[config.mk]
export PLATFORM = sky130hd
export DESIGN_NAME = switch_event_arbiter_flat
export DESIGN_NICKNAME = d
export VERILOG_FILES = /design/src/rtl/switch_event_arbiter_if.sv /design/src/rtl/switch_event_arbiter.sv /design/src/flat_wrapper.sv
export SDC_FILE = /design/constraint.sdc
export NUM_CORES = 1
export LEC_CHECK = 0
export ABC_AREA = 1
export BUFFER_PORTS_ARGS = -buffer_cell sky130_fd_sc_hd__clkbuf_2
export CORE_UTILIZATION = 53
export DETAILED_ROUTE_END_ITERATION = 12
export PLACE_DENSITY = 0.74
export SLEW_MARGIN = 20
export SYNTH_ARGS = -nofsm -noshare
export SYNTH_HDL_FRONTEND = slang
export SYNTH_SLANG_ARGS = --single-unit
export TNS_END_PERCENT = 20
[constraint.sdc]
create_clock -name i_Clk -period 2 [get_ports i_Clk]
set_clock_uncertainty 0.15 [all_clocks]
set_input_delay 0.5 -clock i_Clk [delete_from_list [all_inputs] [get_ports i_Clk]]
set_output_delay 0.5 -clock i_Clk [all_outputs]
set_load 0.005 [all_outputs]
[src/rtl/switch_event_arbiter_if.sv]
// rtl/switch_event_arbiter_if.sv - switch inputs and LED/status outputs of the switch event arbiter
interface switch_event_arbiter_if;
    logic       i_Switch_1;
    logic       i_Switch_2;
    logic       i_Switch_3;
    logic       i_Switch_4;
    logic       o_LED_1;
    logic       o_LED_2;
    logic       o_LED_3;
    logic       o_LED_4;
    logic       o_Busy;
    logic [1:0] o_Grant;
    logic       o_Drop;
    logic [7:0] o_Serviced;

    modport master (
        output i_Switch_1, i_Switch_2, i_Switch_3, i_Switch_4,
        input  o_LED_1, o_LED_2, o_LED_3, o_LED_4,
        input  o_Busy, o_Grant, o_Drop, o_Serviced
    );

    modport slave (
        input  i_Switch_1, i_Switch_2, i_Switch_3, i_Switch_4,
        output o_LED_1, o_LED_2, o_LED_3, o_LED_4,
        output o_Busy, o_Grant, o_Drop, o_Serviced
    );
endinterface

[src/rtl/switch_event_arbiter.sv]
// rtl/switch_event_arbiter.sv - round-robin arbiter granting timed LED slots to switch release events
module switch_event_arbiter #(
    parameter int HOLD_CYCLES = 12500000,
    parameter int GAP_CYCLES  = 2500000
) (
    input  logic                  i_Clk,
    input  logic                  i_Rst_L,
    switch_event_arbiter_if.slave bus
);
    localparam int MAX_CYCLES = (HOLD_CYCLES > GAP_CYCLES) ? HOLD_CYCLES : GAP_CYCLES;
    localparam int CNT_W      = ($clog2(MAX_CYCLES) > 0) ? $clog2(MAX_CYCLES) : 1;
    localparam logic [CNT_W-1:0] HOLD_LAST = CNT_W'(HOLD_CYCLES - 1);
    localparam logic [CNT_W-1:0] GAP_LAST  = CNT_W'(GAP_CYCLES - 1);

    localparam logic [1:0] IDLE = 2'd0;
    localparam logic [1:0] HOLD = 2'd1;
    localparam logic [1:0] GAP  = 2'd2;

    logic [1:0]       state;
    logic [CNT_W-1:0] cnt;
    logic [3:0]       sw;
    logic [3:0]       prev_level;
    logic [3:0]       pending;
    logic [3:0]       release_evt;
    logic [3:0]       clear_mask;
    logic [3:0]       led_mask;
    logic [1:0]       grant;
    logic [1:0]       winner;
    logic             start_grant;
    logic             drop;
    logic [7:0]       serviced;

    assign sw          = {bus.i_Switch_4, bus.i_Switch_3, bus.i_Switch_2, bus.i_Switch_1};
    assign release_evt = prev_level & ~sw;
    assign start_grant = (state == IDLE) && (|pending);

    // Round-robin search starting just after the last grant; offset 4 wraps back to the last grant itself
    always_comb begin
        logic [1:0] idx;
        logic       found;
        winner = grant;
        found  = 1'b0;
        idx    = grant;
        for (int i = 1; i <= 4; i++) begin
            idx = grant + 2'(i);
            if (!found && pending[idx]) begin
                winner = idx;
                found  = 1'b1;
            end
        end
    end

    // Pending bit of the winner is cleared only on the grant edge
    always_comb begin
        clear_mask = 4'b0000;
        if (start_grant) begin
            clear_mask = 4'b0001 << winner;
        end
    end

    // Previous switch levels for falling-edge detection; cleared so a low switch after reset gives no event
    always_ff @(posedge i_Clk) begin
        if (!i_Rst_L) begin
            prev_level <= 4'b0000;
        end else begin
            prev_level <= sw;
        end
    end

    // Queue release events; a new event beats a simultaneous grant clear, a repeat on a queued switch is dropped
    always_ff @(posedge i_Clk) begin
        if (!i_Rst_L) begin
            pending <= 4'b0000;
            drop    <= 1'b0;
        end else begin
            pending <= (pending & ~clear_mask) | release_evt;
            if (|(release_evt & pending & ~clear_mask)) begin
                drop <= 1'b1;
            end
        end
    end

    // IDLE/HOLD/GAP sequencing with a shared timer that restarts on every state change
    always_ff @(posedge i_Clk) begin
        if (!i_Rst_L) begin
            state    <= IDLE;
            cnt      <= '0;
            grant    <= 2'd3;
            serviced <= 8'd0;
        end else begin
            case (state)
                IDLE: begin
                    cnt <= '0;
                    if (start_grant) begin
                        state <= HOLD;
                        grant <= winner;
                    end
                end
                HOLD: begin
                    if (cnt == HOLD_LAST) begin
                        state    <= GAP;
                        cnt      <= '0;
                        serviced <= serviced + 8'd1;
                    end else begin
                        cnt <= cnt + 1'b1;
                    end
                end
                GAP: begin
                    if (cnt == GAP_LAST) begin
                        state <= IDLE;
                        cnt   <= '0;
                    end else begin
                        cnt <= cnt + 1'b1;
                    end
                end
                default: begin
                    state <= IDLE;
                    cnt   <= '0;
                end
            endcase
        end
    end

    // One-hot LED of the current grant, only while holding
    always_comb begin
        led_mask = 4'b0000;
        if (state == HOLD) begin
            led_mask = 4'b0001 << grant;
        end
    end

    assign bus.o_LED_1    = led_mask[0];
    assign bus.o_LED_2    = led_mask[1];
    assign bus.o_LED_3    = led_mask[2];
    assign bus.o_LED_4    = led_mask[3];
    assign bus.o_Busy     = (state == HOLD) || (state == GAP);
    assign bus.o_Grant    = grant;
    assign bus.o_Drop     = drop;
    assign bus.o_Serviced = serviced;
endmodule

[src/flat_wrapper.sv]
// flat-port wrapper written by rule: the top's interface ports become plain ports
module switch_event_arbiter_flat 
#(
    parameter int HOLD_CYCLES = 12500000,
    parameter int GAP_CYCLES  = 2500000
)
  (i_Clk, i_Rst_L, bus_i_Switch_1, bus_i_Switch_2, bus_i_Switch_3, bus_i_Switch_4, bus_o_LED_1, bus_o_LED_2, bus_o_LED_3, bus_o_LED_4, bus_o_Busy, bus_o_Grant, bus_o_Drop, bus_o_Serviced);
  switch_event_arbiter_if bus_i ();
  input  logic i_Clk;
  input  logic i_Rst_L;
  input wire logic [$bits(bus_i.i_Switch_1)-1:0] bus_i_Switch_1;
  input wire logic [$bits(bus_i.i_Switch_2)-1:0] bus_i_Switch_2;
  input wire logic [$bits(bus_i.i_Switch_3)-1:0] bus_i_Switch_3;
  input wire logic [$bits(bus_i.i_Switch_4)-1:0] bus_i_Switch_4;
  output wire logic [$bits(bus_i.o_LED_1)-1:0] bus_o_LED_1;
  output wire logic [$bits(bus_i.o_LED_2)-1:0] bus_o_LED_2;
  output wire logic [$bits(bus_i.o_LED_3)-1:0] bus_o_LED_3;
  output wire logic [$bits(bus_i.o_LED_4)-1:0] bus_o_LED_4;
  output wire logic [$bits(bus_i.o_Busy)-1:0] bus_o_Busy;
  output wire logic [$bits(bus_i.o_Grant)-1:0] bus_o_Grant;
  output wire logic [$bits(bus_i.o_Drop)-1:0] bus_o_Drop;
  output wire logic [$bits(bus_i.o_Serviced)-1:0] bus_o_Serviced;
  assign bus_i.i_Switch_1 = bus_i_Switch_1;
  assign bus_i.i_Switch_2 = bus_i_Switch_2;
  assign bus_i.i_Switch_3 = bus_i_Switch_3;
  assign bus_i.i_Switch_4 = bus_i_Switch_4;
  assign bus_o_LED_1 = bus_i.o_LED_1;
  assign bus_o_LED_2 = bus_i.o_LED_2;
  assign bus_o_LED_3 = bus_i.o_LED_3;
  assign bus_o_LED_4 = bus_i.o_LED_4;
  assign bus_o_Busy = bus_i.o_Busy;
  assign bus_o_Grant = bus_i.o_Grant;
  assign bus_o_Drop = bus_i.o_Drop;
  assign bus_o_Serviced = bus_i.o_Serviced;
  switch_event_arbiter #(.HOLD_CYCLES(HOLD_CYCLES), .GAP_CYCLES(GAP_CYCLES)) u_core (.i_Clk(i_Clk), .i_Rst_L(i_Rst_L), .bus(bus_i));
endmodule
### Word level (Yosys, flattened, before mapping)

Cells that the tools add are included.

| word-level totals | value |
|---|---|
| output and inout bits | 16 |
| memory bits (writable) | 0 |
| logic and storage cells | 70 |
| memories kept | 0 |
| latch bits | 0 |
| bits in read-only memories | 0 |
| bits of input ports | 6 |
| bits in registers | 45 |

| operators by class | value |
|---|---|
| add/sub/neg operators | 5 |
| bitwise gates (word level) | 7 |
| mux-type cells | 24 |
| reductions and logical operators | 14 |
| $mul | 0 |
| eq/ne operators | 7 |
| magnitude comparators | 4 |
| div/mod/pow operators | 0 |
| shift-type cells | 2 |

Operators with widths:

| kind | count |
|---|---|
| $mux 24 | 2 |
| $pmux 24 s2 | 1 |
| $add 24x1->24 const B | 1 |
| $eq 24x22->1 const B | 1 |
| $eq 24x24->1 const B | 1 |
| $and 4x4->4 | 4 |
| $mux 2 | 7 |
| $lt 2x3->1 const B | 4 |
| $add 8x1->8 const B | 1 |
| $bmux 1 s2 | 4 |
| $mux 4 | 2 |
| $not 4->4 | 2 |
| $reduce_or 4->1 | 2 |
| $shl 1x2->4 const A | 2 |
| $mux 1 | 7 |
| $ne 2x1->1 const B | 3 |
| $pmux 2 s3 | 1 |
| $add 2x2->2 const B | 2 |
| $logic_and 1x1->1 | 4 |
| $or 4x4->4 | 1 |
| $reduce_and 2->1 | 2 |
| $logic_not 1->1 | 3 |
| $reduce_and 3->1 | 1 |
| $add 2x1->2 const B | 1 |
| other kinds (4) | 4 |

### Depth between registers and ports, before layout

| logic depth | value |
|---|---|
| word-level depth | 18 |
| mapped depth | 15 |
| mapped depth without buffers | 15 |

### Worst setup path after synthesis

OpenSTA, ideal clock, no wires.

| timing | value |
|---|---|
| path type | register -> register |
| start point | reg u_core.grant[0] (netlist: u_core.bus.o_Grant[0]) |
| end point | reg u_core.drop (netlist: u_core.bus.o_Drop) |
| setup time | 0.128 ns |
| path slack | -0.073 ns |
| buffers on the path | 0 |
| cell stages (with the launch flop) | 15 |
| data required time | 1.722 ns |
| clock period less this slack | 2.073 ns |
| arrival | 1.796 ns |
| path through | dfxtp_1 -> inv_2 -> ha_1 -> inv_1 -> nand3_1 -> nand2_1 -> inv_1 -> nand3_2 -> nand2_1 -> nand2_2 -> nand2_1 -> o21ai_1 -> nand3_1 -> nor2_1 -> nor2_1 |

| between the ends | value |
|---|---|
| word-level cells in the longest chain between the ends | 18 |
| elaborated cells on any way between the ends | 29 |
| classes of those cells | add/sub (3); shift (1); mux (16); bitwise (2); reduce/logical (7) |

RTL lines:

| item | line | text |
|---|---|---|
| from (decl) | switch_event_arbiter.sv:27 | `logic [1:0] grant;` |
| from (signal assigned) | switch_event_arbiter.sv:96 | `grant <= winner;` |
| $add 2x1->2 | switch_event_arbiter.sv:45 | `idx = grant + 2'(i);` |
| $bmux 1 s2 | switch_event_arbiter.sv:46 | `if (!found && pending[idx]) begin` |
| $mux 1 (not written as such) | switch_event_arbiter.sv:46 |  |
| $mux 1 | switch_event_arbiter.sv:46 |  |
| $logic_not 1->1 | switch_event_arbiter.sv:46 |  |
| $logic_and 1x1->1 | switch_event_arbiter.sv:46 |  |
| $mux 1 | switch_event_arbiter.sv:46 |  |
| $logic_not 1->1 | switch_event_arbiter.sv:46 |  |
| (+2 left out) | - |  |
| $logic_not 1->1 | switch_event_arbiter.sv:46 |  |
| $logic_and 1x1->1 | switch_event_arbiter.sv:46 |  |
| $mux 2 * | switch_event_arbiter.sv:46 |  |
| $shl 1x2->4 * | switch_event_arbiter.sv:57 | `clear_mask = 4'b0001 << winner;` |
| $mux 4 * | switch_event_arbiter.sv:56 | `if (start_grant) begin` |
| $not 4->4 * | switch_event_arbiter.sv:77 | `if (\|(release_evt & pending & ~clear_mask)) begin` |
| $and 4x4->4 * | switch_event_arbiter.sv:77 |  |
| $reduce_or 4->1 * | switch_event_arbiter.sv:77 |  |
| to (signal assigned) | switch_event_arbiter.sv:74 | `drop <= 1'b0;` |
| to (signal assigned) | switch_event_arbiter.sv:78 | `drop <= 1'b1;` |
| to (decl) | switch_event_arbiter.sv:30 | `logic drop;` |

Mark *: on every way between the ends. The rest lies on a longest branch, timed or not. The select of a mux whose other input is x is not followed.
A chain may end at the register's enable or synchronous reset.

### Worst setup path after layout

| timing | value |
|---|---|
| start point | reg u_core.grant[1] (netlist: u_core.bus.o_Grant[1]) |
| end point | reg u_core.drop (netlist: u_core.bus.o_Drop) |

Same word-level chain as after synthesis.

==> impl_metrics.ini <==
[synth]
synth-seq-area-share_pct = 36.9
syn_inst = 347
async_flop_share_pct = 0
synth_area_leaders = dfxtp_1, nand2_1, inv_1
synth_ff_type = dfxtp_1
yosys_register_bits = 45
synth_top_area_share_pct = 36.9
synthTopCellsByCount = nand2_1, inv_1, dfxtp_1
yosys.cell_types.count = 29
yosysMostFrequentCell = nand2_1
syn-num-nets = 362
netlist_area_mm2 = 0.00244
yosysWarnings = 0
synth_edf_count = 0
yosysTopAreaCell = dfxtp_1
syn_avg_cell_area_um2 = 7.03

[timing]
hold_slack_ns = 0.247
min_period_ns = 1.96
max_freq_ghz = 0.510
drv_slew = 0
finalHoldViolCount = 0
worstMarginPinSlew_ns = 0.456
relSlewSlack_pct = 69.6
rsz0062_at_grt = yes
min_period_over_period_pct = 97.9
setup_viol = 0

[min_path]
min_path_cells = 3
hp-start = bus_i_Switch_2
worstHoldEndpoint = u_core.prev_level[1]$_SDFF_PN0_
min_path_type = primary input to flop

[grt]
antenna_found_initial = 0
grt_pass1_wl_um = 8650
grt_max_degree = 16
grt_usage_pct = 22.0
grt_pass1_vias = 2040
grt_overflow_total = 0

[detailed_routing]
drtAntennaViolNets = 0
first_pass_iters = 4
wl_per_cell_um = 11.6
vias = 2248
vias_per_cell = 5.10
first_iter_violations = 132
drc_errors = 0
drt_wl_total_um = 5140

[cells_and_area]
antenna-diode-count = 0
multi_input_area_mm2 = 0.00137
nets = 403
ff_latch_area_um2 = 906
syn_to_final_growth_pct = 19.8
fill_cells = 376
fin_area_mm2 = 0.00292
drive_above_1_share_pct = 22.1

[clocking]
cts.sinks = 45
cts_buffer_depth = 2
cts-root-buf = clkbuf_8
cts_tree = done
cts_hold_buf = 0
clk_pin_slew_ns = 0.08
insertion_delay_ns = 0.30
ctsHtreeMaxLevel = 2
numCtsBuffers = 5

[critical_path]
cp.required_ns = 2.02
critPathCaptureType = flop
setup.worst_path.start_class = flop
r2r-end = u_core.bus.o_Drop$_SDFFE_PN0P_
r2r.worst_path.cells = 13
r2r-start = u_core.bus.o_Grant[1]$_SDFFE_PN1P_
path_class = flop to flop
cp_data_arrival_time_ns = 1.98
cp_max_fo = 6
r2r_setup_slack_ns = 0.04

[placed_design]
place.detailed.hpwl_um = 3660
io_buffers = 21
place_area_mm2 = 0.00270
place.gp.congestion = 0.857

[outcome]
status = finished, final reports clean

[pwr]
cellLeakagePower_uw = 0.00127
internal-power_uw = 1820
p_sw_share_pct = 33.5
powerDensity_mw_per_mm2 = 935
seqPwrFrac_pct = 35.7
p_switching_uw = 917
clock_power_share_pct = 29.5
combPwrFrac_pct = 34.8
vdd_drop_max_v = 0.000484

[floorplanning]
core_area_mm2 = 0.00438
num_io_pins = 22
die-area_mm2 = 0.00488
rows = 24
dieWidth_um = 69.9
dieHeight_um = 69.9
start_util_pct = 55.7

[job]
maxCapViolations = 0
[state kept, by name, summed over array words and instances, names as in the netlist]
register / cells
u_core.pending: 4
u_core.state: 2
u_core.bus.o_Grant: 2
u_core.prev_level: 4
u_core.bus.o_Serviced: 8
u_core.bus.o_Drop: 1
u_core.cnt: 24
[area by class of cell]
class,instances,area share (%)
Multi-Input combinational cell,245,46.9
Tap cell,52,2.23
Clock buffer,5,2.35
Sequential cell,45,31.0
Inverter,52,6.68
Clock inverter,3,2.23
Timing Repair Buffer,39,8.64
[routing by layer]
metal  up-vias  part of all wire, %  global-route usage, %
met1      1006                   47                   29.7
li1       1185                    -                      -
met5         -                    0                      0
met3        10                  3.9                   4.91
met2        47                   47                   34.6
met4         0                  1.7                   7.78
[through the flow]
stage	total power [uW]	util (%)	instances	worst slack, ns	TNS (ns)
after floorplan	1590	-	347	0.0302	0
after global placement	1810	61.5	429	0.00501	0
after detailed placement	1820	61.5	429	-0.0245	-0.0245
after CTS	2640	64.7	437	0.0102	0
after global routing	2950	66.7	441	-0.131	-0.267
final	2730	66.7	441	0.0411	0
[power by group through the flow]
| stage | logic (uW) | clock network, uW | registers, uW |
|---|---|---|---|
| floorplan | 587 | 0 | 1010 |
| global placement | 817 | 0 | 993 |
| detailed placement | 829 | 0 | 995 |
| CTS | 846 | 824 | 973 |
| global route | 1090 | 871 | 983 |
| finish | 951 | 807 | 976 |
[how the worst max path moves through the flow]
stage	startpoint	endpoint	slack, ns	cells past startpoint
floorplan	u_core.bus.o_Grant[0]$_SDFFE_PN1P_	u_core.bus.o_Drop$_SDFFE_PN0P_	0.03	14
global placement	u_core.bus.o_Grant[0]$_SDFFE_PN1P_	u_core.bus.o_Drop$_SDFFE_PN0P_	0.005	14
detailed placement	u_core.bus.o_Grant[0]$_SDFFE_PN1P_	u_core.bus.o_Drop$_SDFFE_PN0P_	-0.02	14
CTS	u_core.cnt[0]$_SDFF_PN0_	u_core.cnt[19]$_SDFF_PN0_	0.01	9
global route	u_core.bus.o_Grant[1]$_SDFFE_PN1P_	u_core.bus.o_Drop$_SDFFE_PN0P_	-0.13	13
finish	u_core.bus.o_Grant[1]$_SDFFE_PN1P_	u_core.bus.o_Drop$_SDFFE_PN0P_	0.04	13
[worst max-delay path: stages (launching register included)]
cell,delay [ns]
dfxtp_2,0.33
inv_1,0.07
ha_4,0.28
nand3_1,0.16
nand2_2,0.12
inv_2,0.05
nand3_2,0.06
nand2_1,0.07
nand2_2,0.11
nand3_1,0.11
nand2_1,0.10
nand3_1,0.08
nor2_1,0.11
nor2_1,0.05
[logic make-up (layout without fill, tap and decap cells)]
kind of cell / after synthesis / count (layout) / synth area share, %
simple gates: 192 / 192 / 36.7
compound gates: 25 / 25 / 5.59
flops: 45 / 45 / 36.9
fa+ha+maj: 9 / 9 / 4.61
xor+xnor: 19 / 19 / 6.82
buf+inv: 57 / 99 / 9.38
[placed cells by master, fill, tap and decap left out, types with 4 or more instances in the layout]
cell type,instances
nand2_1,76
inv_1,47
nor2_1,42
dfxtp_1,41
nand3_1,23
clkbuf_2,21
buf_4,17
a21oi_1,15
nand4_1,10
xnor2_1,10
nand2_2,9
nor3_1,9
xor2_1,9
ha_1,6
inv_2,5
nand3_2,5
clkbuf_8,5
nor3_2,4
o21ai_0,4
dfxtp_2,4
[repair_timing]
action,in CTS,in global routing
pin swaps,0,6
gates cloned,0,0
buffers inserted,0,4
gates resized for setup,2,16
setup endpoints to repair,1,33
Note: power is estimated with default switching activity, not from simulation.
